$ cat src/rtl/regfile_pkg.sv
// regfile_pkg
//   Shared definitions for the register-file access controller: default
//   data/index widths, command opcode encodings and the controller FSM
//   state encoding (also exported on the controller's debug port).
package regfile_pkg;

  localparam int DATA_W_DEF = 16;
  localparam int ADDR_W_DEF = 4;

  typedef enum logic [1:0] {
    OP_NOP   = 2'b00,
    OP_READ  = 2'b01,
    OP_WRITE = 2'b10,
    OP_SWAP  = 2'b11
  } cmd_op_e;

  typedef enum logic [1:0] {
    ST_IDLE = 2'b00,
    ST_RD   = 2'b01,
    ST_WR   = 2'b10,
    ST_RESP = 2'b11
  } state_e;

endpackage

$ cat src/rtl/regfile_access_ctrl.sv
// regfile_access_ctrl
//   Command sequencer in front of a posedge-write / negedge-read register
//   file. Accepts READ / WRITE / SWAP commands, drives the register file
//   ports for the required cycles and returns read data.
//
// Ports
//   clock, reset          : system clock, asynchronous active-low reset
//   cmd_valid/cmd_ready   : command handshake; cmd_op, cmd_ra, cmd_rb, cmd_wdata
//   rsp_valid/rsp_ready   : response handshake; rsp_data1 (at ra), rsp_data2 (at rb)
//   rf_reg1, rf_reg2      : register file read/write indices
//   rf_writedata          : register file write data
//   rf_regwrite           : register file write enable
//   rf_readdata1/2        : register file read data
//   dbg_state             : current FSM state
//
// Handshakes: a transfer happens at a rising clock edge where valid and
// ready are both 1. The producer holds valid and its payload until then;
// ready never depends combinationally on valid (all outputs are flops).
module regfile_access_ctrl
  import regfile_pkg::*;
#(
  parameter int DATA_W       = DATA_W_DEF,
  parameter int ADDR_W       = ADDR_W_DEF,
  parameter bit ZERO_PROTECT = 1'b1
) (
  input  logic              clock,
  input  logic              reset,
  input  logic              cmd_valid,
  output logic              cmd_ready,
  input  logic [1:0]        cmd_op,
  input  logic [ADDR_W-1:0] cmd_ra,
  input  logic [ADDR_W-1:0] cmd_rb,
  input  logic [DATA_W-1:0] cmd_wdata,
  output logic              rsp_valid,
  input  logic              rsp_ready,
  output logic [DATA_W-1:0] rsp_data1,
  output logic [DATA_W-1:0] rsp_data2,
  output logic [ADDR_W-1:0] rf_reg1,
  output logic [ADDR_W-1:0] rf_reg2,
  output logic [DATA_W-1:0] rf_writedata,
  output logic              rf_regwrite,
  input  logic [DATA_W-1:0] rf_readdata1,
  input  logic [DATA_W-1:0] rf_readdata2,
  output state_e            dbg_state
);

  state_e            state_q, state_d;
  cmd_op_e           op_q, op_d;
  logic [ADDR_W-1:0] ra_q, ra_d;
  logic [DATA_W-1:0] wdata_q, wdata_d;
  logic              cmd_ready_q, cmd_ready_d;
  logic              rsp_valid_q, rsp_valid_d;
  logic [DATA_W-1:0] rsp_data1_q, rsp_data1_d;
  logic [DATA_W-1:0] rsp_data2_q, rsp_data2_d;
  logic [ADDR_W-1:0] rf_reg1_q, rf_reg1_d;
  logic [ADDR_W-1:0] rf_reg2_q, rf_reg2_d;
  logic [DATA_W-1:0] rf_writedata_q, rf_writedata_d;
  logic              rf_regwrite_q, rf_regwrite_d;

  cmd_op_e op_in;
  logic    cmd_hs;
  logic    rsp_hs;

  assign op_in  = cmd_op_e'(cmd_op);
  assign cmd_hs = cmd_valid & cmd_ready_q;
  assign rsp_hs = rsp_valid_q & rsp_ready;

  // Index 0 can be made read-only by suppressing its write enable.
  function automatic logic wr_allowed(input logic [ADDR_W-1:0] addr);
    return !(ZERO_PROTECT && (addr == '0));
  endfunction

  // All outputs are registered: each *_d is the value the output takes for
  // the cycle that begins at the next edge. rb is not kept separately since
  // rf_reg2_q already holds it for the whole command.
  always_comb begin
    state_d        = state_q;
    op_d           = op_q;
    ra_d           = ra_q;
    wdata_d        = wdata_q;
    cmd_ready_d    = 1'b0;
    rsp_valid_d    = 1'b0;
    rsp_data1_d    = rsp_data1_q;
    rsp_data2_d    = rsp_data2_q;
    rf_reg1_d      = rf_reg1_q;
    rf_reg2_d      = rf_reg2_q;
    rf_writedata_d = rf_writedata_q;
    rf_regwrite_d  = 1'b0;

    unique case (state_q)
      ST_IDLE: begin
        cmd_ready_d = 1'b1;
        if (cmd_hs) begin
          op_d    = op_in;
          ra_d    = cmd_ra;
          wdata_d = cmd_wdata;
          unique case (op_in)
            OP_READ, OP_SWAP: begin
              state_d     = ST_RD;
              cmd_ready_d = 1'b0;
              rf_reg1_d   = cmd_ra;
              rf_reg2_d   = cmd_rb;
            end
            OP_WRITE: begin
              state_d        = ST_WR;
              cmd_ready_d    = 1'b0;
              rf_reg1_d      = cmd_ra;
              rf_writedata_d = cmd_wdata;
              rf_regwrite_d  = wr_allowed(cmd_ra);
            end
            default: ; // NOP: consumed, stay ready
          endcase
        end
      end

      ST_RD: begin
        // Register file sampled at the negedge inside this cycle.
        rsp_data1_d = rf_readdata1;
        rsp_data2_d = rf_readdata2;
        if (op_q == OP_SWAP) begin
          // rf_reg1 still holds ra from acceptance.
          state_d        = ST_WR;
          rf_writedata_d = wdata_q;
          rf_regwrite_d  = wr_allowed(ra_q);
        end else begin
          state_d = ST_RESP;
        end
      end

      ST_WR: begin
        // One turnaround cycle with cmd_ready low lets the write land
        // before any following command is accepted.
        state_d = (op_q == OP_SWAP) ? ST_RESP : ST_IDLE;
      end

      ST_RESP: begin
        // First RESP cycle raises rsp_valid; it then holds until taken.
        rsp_valid_d = 1'b1;
        if (rsp_hs) begin
          state_d     = ST_IDLE;
          rsp_valid_d = 1'b0;
          cmd_ready_d = 1'b1;
        end
      end

      default: state_d = ST_IDLE;
    endcase
  end

  always_ff @(posedge clock or negedge reset) begin
    if (!reset) begin
      state_q        <= ST_IDLE;
      op_q           <= OP_NOP;
      ra_q           <= '0;
      wdata_q        <= '0;
      cmd_ready_q    <= 1'b0;
      rsp_valid_q    <= 1'b0;
      rsp_data1_q    <= '0;
      rsp_data2_q    <= '0;
      rf_reg1_q      <= '0;
      rf_reg2_q      <= '0;
      rf_writedata_q <= '0;
      rf_regwrite_q  <= 1'b0;
    end else begin
      state_q        <= state_d;
      op_q           <= op_d;
      ra_q           <= ra_d;
      wdata_q        <= wdata_d;
      cmd_ready_q    <= cmd_ready_d;
      rsp_valid_q    <= rsp_valid_d;
      rsp_data1_q    <= rsp_data1_d;
      rsp_data2_q    <= rsp_data2_d;
      rf_reg1_q      <= rf_reg1_d;
      rf_reg2_q      <= rf_reg2_d;
      rf_writedata_q <= rf_writedata_d;
      rf_regwrite_q  <= rf_regwrite_d;
    end
  end

  assign cmd_ready    = cmd_ready_q;
  assign rsp_valid    = rsp_valid_q;
  assign rsp_data1    = rsp_data1_q;
  assign rsp_data2    = rsp_data2_q;
  assign rf_reg1      = rf_reg1_q;
  assign rf_reg2      = rf_reg2_q;
  assign rf_writedata = rf_writedata_q;
  assign rf_regwrite  = rf_regwrite_q;
  assign dbg_state    = state_q;

endmodule

$ cat config.mk
export PLATFORM = sky130hd
export DESIGN_NAME = regfile_access_ctrl
export DESIGN_NICKNAME = d
export VERILOG_FILES = /design/src/rtl/regfile_pkg.sv /design/src/rtl/regfile_access_ctrl.sv
export SDC_FILE = /design/constraint.sdc
export NUM_CORES = 1
export LEC_CHECK = 0
export CAP_MARGIN = 10
export CELL_PAD_IN_SITES_DETAIL_PLACEMENT = 2
export CELL_PAD_IN_SITES_GLOBAL_PLACEMENT = 2
export CORE_ASPECT_RATIO = 2
export CORE_UTILIZATION = 41
export DETAILED_ROUTE_END_ITERATION = 10
export DONT_BUFFER_PORTS = 1
export GPL_ROUTABILITY_DRIVEN = 0
export PLACE_DENSITY_LB_ADDON = 0.1
export SLEW_MARGIN = 20
export SYNTH_ARGS = -nofsm -noshare
export SYNTH_HDL_FRONTEND = slang
export SYNTH_SLANG_ARGS = --single-unit
$ cat constraint.sdc
create_clock -name clock -period 2.2 [get_ports clock]
set_clock_uncertainty 0.05 [all_clocks]
set_input_delay 0.33 -clock clock [delete_from_list [all_inputs] [get_ports clock]]
set_output_delay 0.33 -clock clock [all_outputs]
set_load 0.05 [all_outputs]
==> metrics.txt, run 1 <==
Async S/R FF share, synth=1.00; syn nets=302; Die Height=132 µm; type of the most critical hold path=in -> async; leading area contributor after synthesis=dfrtp_1; sequential share of the synthesized area=0.597; Mean Syn Cell Area=14.7 µm²; placed cells=331; total CTS buffers=9; setup bufs post-CTS=0; vias per cell=5.58; hold violation count in the final report=83; DRT iter0 DRCs=85; CTS root buf=clkbuf_16; initial core utilization=0.422; Pre-Repair DR Iteration Count=3; status=complete, but fails checks; crit path from=dbg_state[0]$_DFFE_PN0P_; fin. max-slew vios=0; R2R depth=7; reg2reg setup slack=0.36 ns; worst flop-to-flop path endpoint=rf_writedata[0]$_DFFE_PN0P_; Crit Path Max Fanout=32; CP Capture Type=flip-flop; met3 WL=508 µm; period utilization=0.837; R2R Path Start=dbg_state[0]$_DFFE_PN0P_; first-pass GRT wire length=12200 µm; Final HPWL DP=5710 µm; Crit path depth=7; # port buffers=0; violated checks=negative hold slack; clock slew at reported path FFs=0.06 ns; Row Count=47; number of I/O pins=123; Yosys top cell area share=0.597; DRT antenna net count=0; critical path's largest stage delay=0.38 ns; Filler cells=802; Total Wirelength=7710 µm; Cell Count, Final, Fillers Out=347; # diodes=0; total track usage=0.190; most common flop cell mapped by yosys=dfrtp_1; total grt overflow=0; max-cap violation count=0; path type of the worst setup path=reg -> reg; top layer in use=met4; CTS tree=yes; worst slew pin tran=0.513 ns; RSZ-0062 raised after global routing=no; Routed WL per cell=22.2 µm; CP endpoint=rf_writedata[0]$_DFFE_PN0P_; data required time of the worst path=2.40 ns; Layout Utilization=0.478; die area=8880 µm²; setup TNS=0 ns; Mapped Area=3480 µm²; Final setup viols=0; worst-path cell chain=buf_4 > ha_2 > a21boi_0 > a221oi_4 > buf_12 > nor2_1 > a21oi_1; layout cells sized above 1=0.446; die width=67.1 µm; flop and latch count out of synthesis=83; Netlist cell types=30; Worst path slowest cell=dfrtp_1; largest net degree at the start of global routing=84; met2 wire length=4670 µm; CTS-repair resized insts=0; CP arrival=2.04 ns; area grow syn2layout=13.0%; CTS sink count=83; Via Count=1935; synth warn=0; Mapped Cells=236; Final Net Count=310; Clk Latency, worst-skew pair=0.33 ns; Clock Tree Buf Depth=2; Rel. slew slack=0.658; H-Tree Depth=3; maximum clock rate=543 MHz; Hold Slack=-0.359 ns; CP Buf/Inv Count=2; met1 WL=2400 µm; minimum clock period=1.84 ns; crit start category=flip-flop; vias in the first global route=2399; main area contributors after synthesis=dfrtp_1 (60%), mux2_2 (20%), mux2i_1 (4.6%); area of the core=8230 µm²; initial antenna violation count=0; Remaining DRCs=0; EDFF count, synth=0; Largest delay share family, worst path=compound AO/OA/AOI/OAI gates
-- routing by layer --
| layer | global-route usage | vias to the layer above |
|---|---|---|
| met5 | 0 | - |
| met1 | 0.172 | 999 |
| li1 | - | 849 |
| met2 | 0.358 | 79 |
| met3 | 0.0614 | 8 |
| met4 | 0.0827 | 0 |
-- registers in the layout, indices dropped and copies added (netlist names) --
name          count
rsp_data2        16
rsp_data1        16
rf_regwrite       1
rf_reg2           4
cmd_ready         1
rf_writedata     16
op_q              2
rsp_valid         1
ra_q              4
rf_reg1           4
wdata_q          16
dbg_state         2
-- synth_stat cells (2+ instances only) --
cell / n
mux2i_1: 16
nor2_1: 14
buf_6: 3
mux2_2: 63
dfrtp_1: 83
nor2_2: 4
a21boi_0: 2
a21oi_1: 3
nand2_1: 3
inv_1: 2
a21oi_2: 14
ha_1: 4
buf_2: 8
-- final cells by class --
class	instances	area [µm²]	area share
clock inverter	5	86.3	0.0220
multi-input combinational	139	1320	0.335
timing repair buffer	9	80.1	0.0204
sequential	83	2080	0.528
tap	98	123	0.0312
clock buffer	11	243	0.0617
inverter	2	7.51	0.00191
-- kinds of logic (layout without fill, tap and decap cells) --
group	Yosys count	after routing	share of synthesized area
buf+inv	14	27	0.0255
compound gates	27	27	0.0669
flops	83	83	0.597
mux	79	79	0.250
fa+ha+maj	4	4	0.0144
simple gates	29	29	0.0460
-- how the worst min path moves through the flow --
stage / cells after the start / endpoint / startpoint / slack, ns
after global placement: 0 / wdata_q[3]$_DFFE_PN0P_ / reset / -0.01
after floorplan: 0 / cmd_ready$_DFF_PN0_ / reset / -0.02
after global routing: 0 / rf_writedata[14]$_DFFE_PN0P_ / reset / -0.38
after CTS: 0 / rsp_data2[0]$_DFFE_PN0P_ / reset / -0.37
final: 0 / rsp_data2[0]$_DFFE_PN0P_ / reset / -0.36
after detailed placement: 0 / rsp_data2[0]$_DFFE_PN0P_ / reset / -0.01
-- placed cells by master (no fill, tap or decap) --
cell type / n
a21boi_0: 2
a21oi_1: 3
a21oi_2: 14
a221oi_4: 1
a22oi_1: 1
a2bb2oi_1: 1
a31o_2: 1
a32oi_1: 1
and2_1: 1
buf_12: 1
buf_4: 8
bufinv_16: 2
clkbuf_1: 1
clkbuf_16: 9
clkbuf_8: 1
clkinv_4: 3
dfrtp_1: 83
ha_1: 3
ha_2: 1
inv_1: 2
mux2_2: 63
mux2i_1: 16
nand2_1: 3
nand2b_2: 1
nand2b_4: 1
nand3_4: 1
nand4_1: 1
nor2_1: 14
nor2_2: 4
nor3_1: 1
nor4_1: 1
o211ai_1: 1
o21ai_0: 1
o21bai_1: 1
or4_1: 1
-- worst register-to-register path, cell delays in order (launching register included) --
cell and delay, ns:
dfrtp_1 0.38, buf_4 0.20, ha_2 0.24, a21boi_0 0.16, a221oi_4 0.24, buf_12 0.25, nor2_1 0.08, a21oi_1 0.15
-- through the flow --
stage                     instance area, µm²  setup slack (ns)
final                                   3930             0.359
after global routing                    3930             0.215
after CTS                               3930             0.312
after detailed placement                3600             0.359
after global placement                  3600             0.462
after floorplan                         3480             0.102
Power of run 1 is left out: the tool's default activity adds up to more than one toggle a clock period on the data nets, which glitch-free logic cannot reach.
==> run 2, diff against run 1 <==
==> constraint.sdc (replaced) <==
create_clock -name clock -period 1.9 [get_ports clock]
set_clock_uncertainty 0.05 [all_clocks]
set_input_delay 0.285 -clock clock [delete_from_list [all_inputs] [get_ports clock]]
set_output_delay 0.285 -clock clock [all_outputs]
set_load 0.05 [all_outputs]
==> metrics.txt, run 2 (synthesis results as in run 1) <==
Final HPWL DP=5420 µm; worst-path cell chain=buf_4 > ha_1 > a21boi_0 > a21oi_1 > mux2_2; CTS tree=yes; RSZ-0062 raised after global routing=no; Crit Path Max Fanout=3; most common cell after layout, fill and taps aside=dfrtp_1; Final Net Count=313; maximum clock rate=564 MHz; CP Buf/Inv Count=1; Clk Latency, worst-skew pair=0.33 ns; total CTS buffers=9; H-Tree Depth=3; R2R depth=5; area of the core=8230 µm²; fin. max-slew vios=0; Via Count=1945; Hold Slack=-0.408 ns; hold violation count in the final report=83; Crit path depth=5; Pre-Repair DR Iteration Count=4; minimum clock period=1.77 ns; max-cap violation count=0; Rel. slew slack=0.642; vias in the first global route=2346; clock slew at reported path FFs=0.06 ns; vias per cell=5.56; Worst path slowest cell=dfrtp_2; die width=67.1 µm; # port buffers=0; critical path's largest stage delay=0.42 ns; Filler cells=785; violated checks=negative hold slack; setup TNS=0 ns; worst slew pin tran=0.535 ns; data required time of the worst path=2.06 ns; number of I/O pins=123; status=complete, but fails checks; reg2reg setup slack=0.13 ns; Clock Tree Buf Depth=2; largest net degree at the start of global routing=84; Remaining DRCs=0; R2R Path Start=dbg_state[0]$_DFFE_PN0P_; CTS root buf=clkbuf_16; CTS sink count=83; path type of the worst setup path=reg -> reg; Die Height=132 µm; # diodes=0; total grt overflow=0; type of the most critical hold path=in -> async; crit start category=flip-flop; die area=8880 µm²; initial core utilization=0.422; worst flop-to-flop path endpoint=dbg_state[0]$_DFFE_PN0P_; area grow syn2layout=13.5%; DRT antenna net count=0; Total Wirelength=7440 µm; initial antenna violation count=0; layout cells sized above 1=0.472; Routed WL per cell=21.3 µm; Final setup viols=0; total track usage=0.184; Largest delay share family, worst path=flip-flops; most frequent cells in the layout=dfrtp_1 (81), mux2_2 (63), mux2i_1 (16); first-pass GRT wire length=11800 µm; period utilization=0.934; DRT iter0 DRCs=81; CP arrival=1.94 ns; CP Capture Type=flip-flop; Row Count=47
run 2: layer usage:
| metal | share of wire | track usage | vias up | wire [µm] |
|---|---|---|---|---|
| li1 | - | - | 855 | - |
| met1 | 0.33 | 0.179 | 984 | 2430 |
| met2 | 0.57 | 0.316 | 90 | 4210 |
| met3 | 0.074 | 0.0683 | 16 | 550 |
| met4 | 0.033 | 0.105 | 0 | 249 |
| met5 | 0 | 0 | - | 0 |
run 2: worst max path at each step:
stage / start / to / slack, ns
after floorplan: dbg_state[1]$_DFFE_PN0P_ / rf_writedata[11]$_DFFE_PN0P_ / 0.02
after global placement: dbg_state[0]$_DFFE_PN0P_ / rf_writedata[9]$_DFFE_PN0P_ / 0.18
after CTS: dbg_state[1]$_DFFE_PN0P_ / rf_writedata[1]$_DFFE_PN0P_ / 0.03
after global routing: dbg_state[0]$_DFFE_PN0P_ / dbg_state[0]$_DFFE_PN0P_ / 0.02
after detailed placement: dbg_state[1]$_DFFE_PN0P_ / rf_writedata[0]$_DFFE_PN0P_ / 0.08
final: dbg_state[0]$_DFFE_PN0P_ / dbg_state[0]$_DFFE_PN0P_ / 0.13
run 2: final cells by class:
type,instances,area [µm²],share of cell area
well taps,98,123,0.0311
clock inverters,7,92.6,0.0235
flip-flops and latches,83,2080,0.527
multi-input cells,139,1320,0.334
inverters,2,7.51,0.00190
clock buffers,9,225,0.0571
repair buffers,12,103,0.0260
run 2: through the flow:
stage / util / worst slack, ns / hold slack [ns] / cell area [µm²] / std cells
after floorplan: - / 0.0151 / -0.0606 / 3480 / 236
after global placement: 0.441 / 0.183 / -0.0583 / 3630 / 334
after detailed placement: 0.441 / 0.0784 / -0.0590 / 3630 / 334
after CTS: 0.479 / 0.0349 / -0.424 / 3950 / 350
after global routing: 0.479 / 0.0241 / -0.428 / 3950 / 350
final: 0.479 / 0.126 / -0.408 / 3950 / 350
run 2: timing repair:
| action | in CTS | in global routing |
|---|---|---|
| resized for setup | 0 | 1 |
| endpoints found under the hold margin | 83 | 83 |
| setup buffers | 0 | 0 |
| setup endpoints to repair | 0 | 14 |
Power of run 2 is left out for the same reason.
==> run 3, diff against run 2 <==
--- a/config.mk
+++ b/config.mk
@@ -8,11 +8,11 @@
 export CAP_MARGIN = 10
 export CELL_PAD_IN_SITES_DETAIL_PLACEMENT = 2
 export CELL_PAD_IN_SITES_GLOBAL_PLACEMENT = 2
-export CORE_ASPECT_RATIO = 2
 export CORE_UTILIZATION = 41
 export DETAILED_ROUTE_END_ITERATION = 10
 export DONT_BUFFER_PORTS = 1
 export GPL_ROUTABILITY_DRIVEN = 0
+export GPL_TIMING_DRIVEN = 0
 export PLACE_DENSITY_LB_ADDON = 0.1
 export SLEW_MARGIN = 20
 export SYNTH_ARGS = -nofsm -noshare
==> metrics.txt, run 3 (synthesis results as in run 1) <==
crit path from=dbg_state[0]$_DFFE_PN0P_; first-pass GRT wire length=11900 µm; DRT iter0 DRCs=40; R2R depth=9; max-cap violation count=0; reg2reg setup slack=-0.03 ns; # diodes=0; crit start category=flip-flop; Final Net Count=322; die area=8860 µm²; final worst slack=-0.0271 ns; Remaining DRCs=0; CTS tree=yes; hold violation count in the final report=83; total CTS buffers=9; data required time of the worst path=2.08 ns; Crit Path Max Fanout=5; Total Wirelength=7430 µm; Final HPWL DP=4840 µm; worst flop-to-flop path endpoint=dbg_state[0]$_DFFE_PN0P_; H-Tree Depth=3; clock slew at reported path FFs=0.09 ns; final instance area=3990 µm²; Rel. slew slack=0.614; Placed Area=3620 µm²; most frequent cells in the layout=dfrtp_1 (81), mux2_2 (62), mux2i_1 (16); Clock Tree Buf Depth=2; total track usage=0.182; critical path's largest stage delay=0.58 ns; worst-path cell chain=inv_4 > buf_4 > buf_4 > buf_4 > buf_4 > ha_2 > nand2_2 > o21ai_2 > mux2_4; most common cell after layout, fill and taps aside=dfrtp_1; crit-path most repeated cell=buf_4; Via Count=1986; largest net degree at the start of global routing=84; CTS root buf=clkbuf_8; Clk Latency, worst-skew pair=0.34 ns; Filler cells=796; initial core utilization=0.423; # port buffers=0; violated checks=negative hold slack, negative setup slack; worst slew pin tran=0.580 ns; setup TNS=-0.0315 ns; maximum clock rate=519 MHz; area grow syn2layout=14.8%; CP arrival=2.11 ns; period utilization=1.01; total grt overflow=0; Die Height=94.1 µm; path type of the worst setup path=reg -> reg; vias in the first global route=2309; Hold Slack=-0.430 ns; Row Count=33; CTS sink count=83; vias per cell=5.43; status=complete, but fails checks; fin. max-slew vios=0; Routed WL per cell=20.3 µm; Final setup viols=2; number of I/O pins=123; area of the core=8220 µm²; type of the most critical hold path=in -> async; initial antenna violation count=0; CP Capture Type=flip-flop; DRT antenna net count=0; layout cells sized above 1=0.525; die width=94.1 µm; Pre-Repair DR Iteration Count=3; RSZ-0062 raised after global routing=yes; R2R Path Start=dbg_state[0]$_DFFE_PN0P_; CP endpoint=dbg_state[0]$_DFFE_PN0P_; Worst path slowest cell=dfrtp_4; minimum clock period=1.93 ns
## run 3: cell types whose count changed in the layout (fill, tap and decap cells not counted), sizes merged
cell	previous run	this run
clkinv	5	1
bufinv	2	1
buf	12	19
clkbuf	9	14
clkinvlp	0	2
## run 3: through the flow
stage	setup WS, ns	hold slack (ns)	instances	utilization
after floorplan	0.0151	-0.0606	236	-
after global placement	-0.148	-0.0589	341	0.440
after detailed placement	-0.207	-0.0583	341	0.440
after CTS	0.00369	-0.460	363	0.478
after global routing	-0.0751	-0.467	366	0.486
final	-0.0271	-0.430	366	0.486
## run 3: cell type report
| type | count | area, µm² | share of cell area |
|---|---|---|---|
| Tap cell | 105 | 131 | 0.0329 |
| Buffer | 10 | 90.1 | 0.0226 |
| Multi-Input combinational cell | 139 | 1380 | 0.346 |
| Inverter | 2 | 12.5 | 0.00313 |
| Clock inverter | 4 | 50.0 | 0.0125 |
| Sequential cell | 83 | 2080 | 0.522 |
| Clock buffer | 12 | 145 | 0.0364 |
| Timing Repair Buffer | 11 | 98.8 | 0.0248 |
## run 3: worst max-delay path, delay by kind of cell (launching register included)
kind	cells	cell delay, ns
DFF	1	0.58
and+or+nand+nor	1	0.09
muxes	1	0.27
AOI/OAI and AO/OA	1	0.08
buffers and inverters	5	0.56
adders and majority gates	1	0.19
## run 3: what timing repair did
item,4_1_cts,5_1_grt
cloned,1,0
pin swaps,3,3
endpoints found under the hold margin,83,83
resized for setup,17,15
endpoints found under the setup margin,39,19
buffers inserted,7,3
## run 3: worst min path at each step
stage | start | endpoint | depth (start not counted)
floorplan | reset | cmd_ready$_DFF_PN0_ | 0
global placement | reset | rsp_data1[4]$_DFFE_PN0P_ | 0
detailed placement | reset | rsp_data1[3]$_DFFE_PN0P_ | 0
CTS | reset | rf_writedata[7]$_DFFE_PN0P_ | 0
global route | reset | wdata_q[7]$_DFFE_PN0P_ | 0
finish | reset | wdata_q[7]$_DFFE_PN0P_ | 0
## run 3: metal layers
layer | vias to the layer above | wire length, µm | global-route usage
met3 | 9 | 558 | 0.0736
met5 | - | 0 | 0
li1 | 870 | - | -
met1 | 1036 | 2790 | 0.196
met4 | 0 | 117 | 0.0654
met2 | 71 | 3970 | 0.322
Power of run 3 is left out for the same reason.
